$ cat src/rtl/float_div_if.sv
// float_div_if: start/ready handshake and operand/result bus of the float divider
interface float_div_if;
    logic        start;
    logic [31:0] float_in_1;
    logic [31:0] float_in_2;
    logic [31:0] float_out;
    logic        ready;
    modport master (output start, float_in_1, float_in_2, input float_out, ready);
    modport slave (input start, float_in_1, float_in_2, output float_out, ready);
endinterface

$ cat src/rtl/float_div.sv
// float_div: sequential IEEE-754 single divider, restoring mantissa division; define FLOAT_DIV_ROUND_EN for round-half-up
module float_div #(
    parameter int BIAS   = 127,
    parameter int Q_BITS = 26
) (
    input logic        clk,
    input logic        rst,
    float_div_if.slave bus
);
    typedef enum logic [2:0] {IDLE, DIVIDE, NORMALIZE, ROUND, FINISH} state_t;
    typedef enum logic [1:0] {C_NORM, C_NAN, C_INF, C_ZERO} cls_t;
`ifdef FLOAT_DIV_ROUND_EN
    localparam logic RND = 1'b1;
`else
    localparam logic RND = 1'b0;
`endif
    state_t             state_q, state_d;
    cls_t               cls_q;
    logic [24:0]        r_q;
    logic [23:0]        d_q;
    logic [25:0]        q_q;
    logic [4:0]         cnt_q;
    logic               sign_q;
    logic signed [9:0]  e_q;
    logic [22:0]        frac_q;
    logic               guard_q;
    logic [31:0]        out_q, out_d, res;
    logic               ready_q, ready_d;
    logic               ge;
    logic [23:0]        sum;
    assign ge  = r_q >= {1'b0, d_q};
    assign sum = {1'b0, frac_q} + {23'd0, guard_q & RND};
    assign bus.float_out = out_q;
    assign bus.ready     = ready_q;
    always_ff @(posedge clk) begin
        if (rst) begin
            state_q <= IDLE;
            out_q   <= '0;
            ready_q <= 1'b0;
        end else begin
            state_q <= state_d;
            out_q   <= out_d;
            ready_q <= ready_d;
        end
    end
    always_comb begin
        state_d = state_q;
        case (state_q)
            IDLE:      state_d = bus.start ? DIVIDE : IDLE;
            DIVIDE:    state_d = (cnt_q == 5'(Q_BITS - 1)) ? NORMALIZE : DIVIDE;
            NORMALIZE: state_d = ROUND;
            ROUND:     state_d = FINISH;
            default:   state_d = IDLE;
        endcase
    end
    // special classes were latched at start; overflow/underflow come from the final exponent
    always_comb begin
        res = cls_q == C_NAN ? 32'h7FC0_0000 :
              cls_q == C_INF ? {sign_q, 8'hFF, 23'd0} :
              cls_q == C_ZERO ? {sign_q, 31'd0} :
              e_q >= 10'sd255 ? {sign_q, 8'hFF, 23'd0} :
              e_q <= 10'sd0 ? {sign_q, 31'd0} : {sign_q, e_q[7:0], frac_q};
        out_d   = state_q == FINISH ? res : out_q;
        ready_d = state_q == FINISH;
    end
    always_ff @(posedge clk) begin
        if (rst) begin
            r_q     <= '0;
            d_q     <= '0;
            q_q     <= '0;
            cnt_q   <= '0;
            sign_q  <= 1'b0;
            e_q     <= '0;
            frac_q  <= '0;
            guard_q <= 1'b0;
            cls_q   <= C_NORM;
        end else begin
            case (state_q)
                IDLE: if (bus.start) begin
                    r_q    <= {2'b01, bus.float_in_1[22:0]};
                    d_q    <= {1'b1, bus.float_in_2[22:0]};
                    q_q    <= '0;
                    cnt_q  <= '0;
                    sign_q <= bus.float_in_1[31] ^ bus.float_in_2[31];
                    e_q    <= {2'b00, bus.float_in_1[30:23]} - {2'b00, bus.float_in_2[30:23]};
                    cls_q  <= (&bus.float_in_1[30:23] || &bus.float_in_2[30:23]) ? C_NAN :
                              ~|bus.float_in_2[30:23] ? C_INF :
                              ~|bus.float_in_1[30:23] ? C_ZERO : C_NORM;
                end
                DIVIDE: begin
                    r_q   <= (ge ? r_q - {1'b0, d_q} : r_q) << 1;
                    q_q   <= {q_q[24:0], ge};
                    cnt_q <= cnt_q + 5'd1;
                end
                NORMALIZE: begin
                    frac_q  <= q_q[25] ? q_q[24:2] : q_q[23:1];
                    guard_q <= q_q[25] ? q_q[1] : q_q[0];
                    e_q     <= e_q + 10'(BIAS) - {9'd0, ~q_q[25]};
                end
                ROUND: begin
                    frac_q <= sum[22:0];
                    e_q    <= e_q + {9'd0, sum[23]};
                end
                default: ;
            endcase
        end
    end
endmodule
$ cat src/flat_wrapper.sv
// flat-port wrapper written by rule: the top's interface ports become plain ports
module float_div_flat 
#(
    parameter int BIAS   = 127,
    parameter int Q_BITS = 26
)
  (clk, rst, bus_start, bus_float_in_1, bus_float_in_2, bus_float_out, bus_ready);
  float_div_if bus_i ();
  input logic clk;
  input logic rst;
  input wire logic [$bits(bus_i.start)-1:0] bus_start;
  input wire logic [$bits(bus_i.float_in_1)-1:0] bus_float_in_1;
  input wire logic [$bits(bus_i.float_in_2)-1:0] bus_float_in_2;
  output wire logic [$bits(bus_i.float_out)-1:0] bus_float_out;
  output wire logic [$bits(bus_i.ready)-1:0] bus_ready;
  assign bus_i.start = bus_start;
  assign bus_i.float_in_1 = bus_float_in_1;
  assign bus_i.float_in_2 = bus_float_in_2;
  assign bus_float_out = bus_i.float_out;
  assign bus_ready = bus_i.ready;
  float_div #(.BIAS(BIAS), .Q_BITS(Q_BITS)) u_core (.clk(clk), .rst(rst), .bus(bus_i));
endmodule
$ cat config.mk
export PLATFORM = sky130hd
export DESIGN_NAME = float_div_flat
export DESIGN_NICKNAME = d
export VERILOG_FILES = /design/src/rtl/float_div_if.sv /design/src/rtl/float_div.sv /design/src/flat_wrapper.sv
export SDC_FILE = /design/constraint.sdc
export NUM_CORES = 1
export LEC_CHECK = 0
export CAP_MARGIN = 20
export CORE_MARGIN = 4
export CORE_UTILIZATION = 40
export DETAILED_ROUTE_END_ITERATION = 16
export PLACE_DENSITY = 0.63
export SYNTH_ARGS = -nofsm -noshare
export SYNTH_HDL_FRONTEND = slang
export SYNTH_SLANG_ARGS = --single-unit
$ cat constraint.sdc
create_clock -name clk -period 6.8 [get_ports clk]
set_input_delay 1.36 -clock clk [delete_from_list [all_inputs] [get_ports clk]]
set_output_delay 1.36 -clock clk [all_outputs]
set_load 0.01 [all_outputs]
==> flow_summary_export.csv <==
group,metric,value,unit
clocking,htree_levels,4,
detailed_routing,viasPerCell,5.33,
die,coreArea,19600,sq um
global_routing,gr-total-overflow,0,
clocking,cts_sinks,152,
cells_and_area,final_common_cell,"dfxtp_1",
detailed_routing,wl,19300,um
detailed_routing,drc,0,
cells_and_area,n_antenna_cell,0,
timing,rsz0062_at_grt,"no",
cells_and_area,drive_gt1_share,5.16,%
yosys,synthCells,984,
detailed_routing,avgRoutedWirePerCell,14.5,um
yosys,yosysUniqueCellTypes,53,
job,cap_violations,0,
cells_and_area,fin_util,50.2,%
setup_path,worst_r2r_startpoint,"u_core.d_q[4]",
clocking,cts_inserted_buffers,17,
yosys,ys_seq_elements,152,
yosys,netlist.area_leader.share,38.0,%
die,pin_count,100,
placement,place_area,9170,sq um
timing,setup_violations,0,
placement,pre_cts_slack,2.95,ns
setup_path,worst-setup-path-type,"reg -> reg",
setup_path,crit_fanout,38,
timing,tightest_slew,1.01,ns
setup_path,rr_endpoint,"u_core.r_q[11]",
yosys,async_flop_share,0,%
pwr,cellPowerDensity,266,nW/um^2
hold_path,hp-start,"u_core.d_q[2]",
timing,slew_viol_final,0,
pwr,power,2.61,mW
cells_and_area,mostFrequentLayoutCells,"152 x dfxtp_1, 142 x nor2_1, 111 x nand2_1, 98 x clkdlybuf4s50_1, 63 x a21oi_1",
detailed_routing,dr_total_vias,7092,
timing,skew,0.00943,ns
global_routing,grt_pass1_vias,6821,
yosys,netlist.top_cell.by_area,"dfxtp_1",
clocking,clockBufferDepth,2,
hold_path,min_path_cells,2,
clocking,post-cts-setup-buffers,0,
pwr,p_leak,3.66,nW
global_routing,antenna_found_initial,0,
yosys,synth_area_leaders,"dfxtp_1 38%, ha_1 7.7%, nor2_1 6.7%, nand2_1 5.2%, a22oi_1 5.2%",
clocking,clock_latency,0.43,ns
global_routing,grt_max_degree,108,
die,die_area,22300,sq um
yosys,synth_top_flop_cell,"dfxtp_1",
timing,relSlewSlack,32.5,%
setup_path,regToRegSetupSlack,3.33,ns
detailed_routing,drtAntennaViolNets,0,
die,die_height,149,um
cells_and_area,fill_cells,1880,
yosys,syn_area_per_cell,8.13,sq um
timing,setup_ws,3.33,ns
hold_path,hold_path.class,"reg -> reg",
global_routing,grt_use_total,17.9,%
timing,fin_tns_setup,0,ns
timing,whs,0.456,ns
yosys,ys_warn_count,0,
timing,finalCriticalPeriod,3.47,ns
clocking,clk_pin_slew_worst_paths,0.07,ns
cells_and_area,fin_area,9840,sq um
yosys,syn_nets,1103,
setup_path,crit_path_end_kind,"flip-flop",
detailed_routing,drt-pass1-iter-count,6,
setup_path,critical_path_arrival,3.72,ns
cells_and_area,syn_to_final_growth,23.0,%
placement,portBuffers,99,
setup_path,critPathRequiredTime,7.05,ns
setup_path,worstSetupStartpointType,"flip-flop",
detailed_routing,drtIter0Drc,440,
setup_path,worstRegToRegCells,12,
placement,dpl.hpwl,13100,um
placement,dp_cells,1297,
cells_and_area,finish.net_count,1172,
outcome,outcome,"finished clean",
yosys,synth_area,8000,sq um
pwr,vdd_drop_max,0.156,mV
cells_and_area,instances_no_fill,1331,
timing,fin_crit_sh,51.0,%
yosys,synth_edf_count,0,
clocking,cts_tree,"done",
yosys,yosysSeqAreaShare,38.0,%
global_routing,grt_pass1_wl,33100,um
placement,gp_congestion,0.837,
die,die_x,149,um
timing,fmax,0.288,GHz
clocking,cts_hold_buf,0,
die,rows,51,
timing,hold_viol_final,0,
hold_path,min_to,"u_core.d_q[2]",
die,initial_core_util,40.8,%
clocking,cts_root_buf,"clkbuf_16",
clocking,cts_resized,0,
-- synth_stat cells, drive strengths merged, types with 8 or more instances --
| cell type | number |
|---|---|
| a22oi | 55 |
| clkbuf | 49 |
| xnor2 | 18 |
| inv | 54 |
| a311oi | 18 |
| nor2 | 143 |
| o21ai | 36 |
| nand2 | 111 |
| buf | 12 |
| ha | 49 |
| nor3 | 15 |
| xor2 | 12 |
| and3 | 8 |
| a21o | 13 |
| nand3 | 12 |
| a211oi | 52 |
| nand4 | 10 |
| a21oi | 63 |
| nor2b | 8 |
| dfxtp | 152 |
| mux2i | 26 |
-- worst max path at each step --
stage	start	endpoint	slack, ns
2_1_floorplan	bus_float_in_1[23]	u_core.e_q[8]	3.71
3_5_place_dp	bus_float_in_1[23]	u_core.e_q[8]	2.95
4_1_cts	u_core.d_q[4]	u_core.r_q[11]	3.32
3_3_place_gp	bus_float_in_1[23]	u_core.e_q[8]	3.00
6_report	u_core.d_q[4]	u_core.r_q[11]	3.33
5_1_grt	bus_float_in_1[23]	u_core.e_q[8]	3.10
-- cell type report --
cell class | count | area, sq um | area share (%)
inverters | 54 | 203 | 2.06
repair buffers | 111 | 1110 | 11.3
well taps | 265 | 332 | 3.37
clock buffers | 17 | 425 | 4.32
multi-input cells | 717 | 4520 | 46.0
flip-flops and latches | 152 | 3040 | 30.9
clock inverters | 15 | 200 | 2.03
-- report_power, final --
part | internal [mW] | switching [mW]
Clock | 0.533 | 0.446
Sequential | 0.931 | 0.0340
Combinational | 0.291 | 0.378
Total | 1.75 | 0.858
-- cell families (layout without fill, tap and decap cells) --
family          after synthesis  count (layout)  synth area share (%)
fa+ha+maj                    52              52                  8.42
compound gates              270             270                  23.0
xor+xnor                     30              30                  3.29
flops                       152             152                  38.0
mux                          27              27                  3.39
buf+inv                     115             197                  5.63
simple gates                338             338                  18.3
-- metal layers --
layer,up-vias,global-route usage (%),wire [um]
li1,3617,-,-
met1,3312,24.6,9300
met2,152,28.5,8840
met3,11,4.13,959
met4,0,4.44,148
met5,-,0,0
-- worst max-delay path, stage by stage, from the launching register on --
cell and delay (ns):
dfxtp_1 0.34, inv_1 0.05, ha_1 0.35, a21o_1 0.20, or3_1 0.32, o21ai_2 0.15, a21boi_1 0.13, a41o_1 0.36
a211oi_4 0.49, buf_4 0.44, nor2_1 0.12, a211oi_1 0.27, a311oi_1 0.08
-- registers in the layout, summed over array words and instances (netlist names) --
name	flops
u_core.bus.float_out	32
u_core.q_q	26
u_core.r_q	25
u_core.d_q	24
u_core.frac_q	23
u_core.e_q	10
u_core.cnt_q	5
u_core.state_q	3
u_core.cls_q	2
u_core.bus.ready	1
u_core.sign_q	1
Note: power is estimated with default switching activity, not from simulation.
